## src/rtl/regfile32.sv

```systemverilog
// regfile32: 31 x WIDTH register file, R0 hardwired to zero, two combinational read ports, wrapping write counter.
// Define REGFILE32_BYPASS_EN to forward same-cycle write data onto matching read ports.
module regfile32 #(
    parameter int WIDTH = 32
) (
    input  logic             Clk,
    input  logic             Rst,
    input  logic             We,
    input  logic [4:0]       Wn,
    input  logic [WIDTH-1:0] D,
    input  logic [4:0]       Rna,
    input  logic [4:0]       Rnb,
    output logic [WIDTH-1:0] Qa,
    output logic [WIDTH-1:0] Qb,
    output logic [7:0]       Wcnt
);
    logic [31:0]      sel;
    logic [WIDTH-1:0] rd [0:31];
    logic             commit;

    assign sel    = We ? (32'd1 << Wn) : 32'd0;
    assign commit = |sel[31:1];
    assign rd[0]  = '0;

    for (genvar r = 1; r < 32; r++) begin : g_reg
        logic [WIDTH-1:0] q;
        always_ff @(posedge Clk or posedge Rst)
            if (Rst)
                q <= '0;
            else if (sel[r])
                q <= D;
        assign rd[r] = q;
    end

    always_ff @(posedge Clk or posedge Rst)
        if (Rst)
            Wcnt <= '0;
        else if (commit)
            Wcnt <= Wcnt + 8'd1;

    // Reads are forced to zero during reset so a pending write can never leak through.
`ifdef REGFILE32_BYPASS_EN
    assign Qa = Rst ? '0 : (sel[Rna] && Rna != 5'd0) ? D : rd[Rna];
    assign Qb = Rst ? '0 : (sel[Rnb] && Rnb != 5'd0) ? D : rd[Rnb];
`else
    assign Qa = Rst ? '0 : rd[Rna];
    assign Qb = Rst ? '0 : rd[Rnb];
`endif
endmodule
```

## config.mk

```make
export PLATFORM = sky130hd
export DESIGN_NAME = regfile32
export DESIGN_NICKNAME = d
export VERILOG_FILES = /design/src/rtl/regfile32.sv
export SDC_FILE = /design/constraint.sdc
export NUM_CORES = 2
export LEC_CHECK = 0
export ABC_AREA = 1
export ABC_CLOCK_PERIOD_IN_PS = 54800
export CELL_PAD_IN_SITES_DETAIL_PLACEMENT = 0
export CELL_PAD_IN_SITES_GLOBAL_PLACEMENT = 1
export CORE_ASPECT_RATIO = 1.2
export CORE_MARGIN = 2
export CORE_UTILIZATION = 47
export CTS_CLUSTER_DIAMETER = 60
export DETAILED_ROUTE_END_ITERATION = 10
export PLACE_DENSITY = 0.92
export SLEW_MARGIN = 20
export SYNTH_ARGS = -nofsm -noshare
export SYNTH_HDL_FRONTEND = slang
export SYNTH_SLANG_ARGS = --single-unit
```

## constraint.sdc

```tcl
create_clock -name Clk -period 54.8 [get_ports Clk]
set_input_delay 10.96 -clock Clk [delete_from_list [all_inputs] [get_ports Clk]]
set_output_delay 10.96 -clock Clk [all_outputs]
set_load 0.02 [all_outputs]
```

Yosys cells after proc, flatten, opt, wreduce, memory -nomap -nowiden
Index checks and enable logic that the tools add are counted.
{ "word_totals": {"regBits": 1000, "inputBits": 50, "output_inout_bits": 72, "wordCells": 48} }
{ "classes": {"add_sub_neg": 1, "magnitude_cmp": 2, "shifts": 1, "n_mux": 9, "n_bitwise": 2, "reduce_logical": 1} }
{ "op_table": {"columns": ["cell", "count"], "rows": [
  ["binary-select mux 32 bit (select 5 bit)", 2],
  ["2-to-1 mux 32 bit", 7],
  ["<< shifter 1 x 5 -> 32 bit (first input constant)", 1],
  ["OR reduction 31 bit", 1],
  [">= comparator 6 bit (second input constant)", 2],
  ["NOT 5 -> 6 bit", 2],
  ["adder 8 x 1 -> 8 bit (second input constant)", 1]
]} }

Logic depth before layout (Yosys ltp)
{ "depth": {"word_depth": 5, "depth_mapped": 12} }

Least setup slack after synthesis
No wires, ideal clock.
{ "synth_timing": {"path_kind": "input to output", "start": "input Rst", "end": "output Qb[22]", "arrival_time_ps": 41625, "required_time_ps": 43840, "path_slack_ps": 2215, "path_stages": 4, "path_buffers": 1, "path_cell_list": "inv_1 > clkbuf_1 > nand2_1 > nor2_1"} }
{ "synth_via": {"elab_chain_len": 1} }
{ "synth_rtl": {"columns": ["item", "line_no", "rtl"], "rows": [
  ["start: declaration", "7", "input logic Rst,"],
  ["2-to-1 mux 32 bit", "47", "assign Qb = Rst ? '0 : rd[Rnb];"],
  ["end: declaration", "14", "output logic [WIDTH-1:0] Qb,"]
]} }
Every way passes these cells.

Worst setup path in the final report
{ "layout_timing": {"start": "input Rst", "end": "output Qa[26]"} }
{ "layout_via": {"elab_chain_len": 1} }
{ "layout_rtl": {"columns": ["item", "line_no", "rtl"], "rows": [
  ["2-to-1 mux 32 bit", "46", "assign Qa = Rst ? '0 : rd[Rna];"],
  ["end: declaration", "13", "output logic [WIDTH-1:0] Qa,"]
]} }
Every way passes these cells.

==> results.cfg <==
[run_status]
status = complete, no violations

[floorplanning]
die_y_um = 382
ioPinCount = 122
start_util_pct = 47.5
rows = 138
fp.dieW_um = 319
core_region_area_um2 = 118000
die-area_um2 = 122000

[clock_tree]
cts_buffer_depth = 3
cts.repair.resized = 0
cts_hold_buf = 0
path_clk_slew_ps = 60
clk-insertion-delay-late_ps = 730
cts_root_buf = clkbuf_16
cts_setup_buffers = 0
cts_tree = done
h-tree-depth = 3
cts_sinks = 1000
cts_buffers = 113

[global_routing]
grt_pass1_vias = 51200
overflow = 0
grt_pass1_wl_mm = 318
grtUsageTotal_pct = 34.0
antenna_found_initial = 12
grt_max_degree = 243

[route]
ant_nets = 0
vias = 54600
wl_per_cell_um = 23.6
vias_per_cell = 6.16
drc = 0
drtIter0Drc = 6772
routed_wl_mm = 210
drt_pass1_iterations = 6

[worst_setup_path]
rr_startpoint = Wcnt[2]
crit_start = Rst
critPathCaptureType = output port
startpoint_type = input pin
cp.arrival_ps = 16700
crit_type = in2out
critPathRequiredTime_ps = 43840
crit_path_max_fanout = 149

[sta]
period_minus_slack_ps = 27660
holdWs_ps = 483
max_freq_mhz = 36.2
layout_setup_ws_ps = 27140
final_max_slew_viol_count = 0
setup_tns_ps = 0
finalHoldViolCount = 0
tightestPinTransition_ps = 1300
setup_viol = 0
period_share_pct = 50.5
maxSlewHeadroom_pct = 13.5
rsz0062_at_grt = no
fin_skew_ps = 2.50

[synthesis]
synthCells = 7613
yosysWarnings = 0
synth.net_count = 7664
yosys.area.top_type = dfrtp_1
synth_area_leaders = dfrtp_1, nand2_1, o211ai_1
syn_avg_cell_area_um2 = 7.36
ys_seq_elements = 1000
syn_area_um2 = 56100
synth_top_area_share_pct = 44.6
synth.distinct_cells = 29
synth_seq_area_share_pct = 44.6

[power_and_ir_drop]
powerDensity_nw_per_um2 = 36.4
ir_worst_vdd_v = 0.0000307
finalPower_mw = 2.22
p_leak_nw = 27.9

[cells_and_area]
syn_to_final_growth_pct = 8.98
layout-drive-gt1-share_pct = 4.63
fin_nets = 7280

[flow_run]
drv_cap = 0

[hold_path]
min_path_type = reg2reg
min_from = g_reg[27].q[19]

[place]
gp_congestion = 0.840
place_ws_ps = 27110
dp_hpwl_mm = 107
io_buffers = 121
## area by class of cell
type                       instances  area, um2
fill                           11500      57000
multi-input combinational       5304      25900
sequential                      1000      25000
clock buffer                     156       3270
inverter                         613       2360
tap                             1540       1930
timing repair buffer             197       1910
clock inverter                    54        692
antenna                            6       15.0
## flip-flops by register name, summed over array words and instances (netlist names)
name,cells
Wcnt,8
g.q,992
## critical path, cell delays in order
cell and delay (ps):
clkdlybuf4s50_1 490, inv_8 480, buf_12 530, buf_4 690, buf_12 600, buf_4 910, nand2_1 110, nor2_1 700
clkdlybuf4s50_1 750
## cell usage after synthesis (all sizes together)
cell type,instances
xor2,3
nand2,2220
ha,1
xnor2,3
dfrtp,1000
o211ai,827
a41o,1
a21oi,69
nor3,3
clkbuf,377
nor2,242
inv,613
o21ai,1046
buf,319
nand4,7
nand3,882
## path summary, 6_finish.rpt
kind,endpoint,slack (ps),cells past startpoint
max,Qa[26],27140,9
min,g_reg[27].q[19],480,2
max reg2reg,Wcnt[7],53530,6
min reg2reg,g_reg[27].q[19],480,2
max in group asynchronous,g_reg[20].q[26],40370,6
min in group asynchronous,g_reg[6].q[6],10720,2
## metrics by stage
stage	cells	instance area [um2]	utilization, %
4_1_cts	8864	61100	51.7
2_1_floorplan	7613	56100	-
6_report	8870	61100	51.7
3_3_place_gp	8654	57100	48.4
3_5_place_dp	8654	57100	48.4
5_1_grt	8869	61100	51.7
## placed cells by master (no fill, tap or decap), drive strengths merged
cell type,synthesis,layout
clkbuf,377,156
clkdlybuf4s50,0,111
clkinv,0,36
nand4,7,7
clkinvlp,0,3
o211ai,827,827
ha,1,1
nor3,3,3
a41o,1,1
o21ai,1046,1046
xor2,3,3
buf,319,86
xnor2,3,3
diode,0,6
nor2,242,242
bufinv,0,12
nand3,882,882
nand2,2220,2220
a21oi,69,69
inv,613,616
dfrtp,1000,1000
## routing by layer
metal  up-vias  GRT usage, %  wire length, um
li1      24800             -                -
met1     26000          45.0            82200
met2      3134          51.6            90200
met3       713          6.44            22700
met4         4          20.8            14400
met5         -             0               27
## power breakdown
group	switching [mW]	leakage [nW]	internal, mW
Clock	0.332	1.96	0.474
Combinational	0.293	13.2	0.156
Sequential	0.0868	12.8	0.881
## kinds of logic after synthesis
group	Yosys count	share of synthesized area [%]
buf+inv	1309	9.44
simple gates	3354	24.7
fa+ha+maj	1	0.0223
xor+xnor	6	0.0938
flops	1000	44.6
compound gates	1943	21.0
No activity file was read; power rests on OpenSTA's default activity.
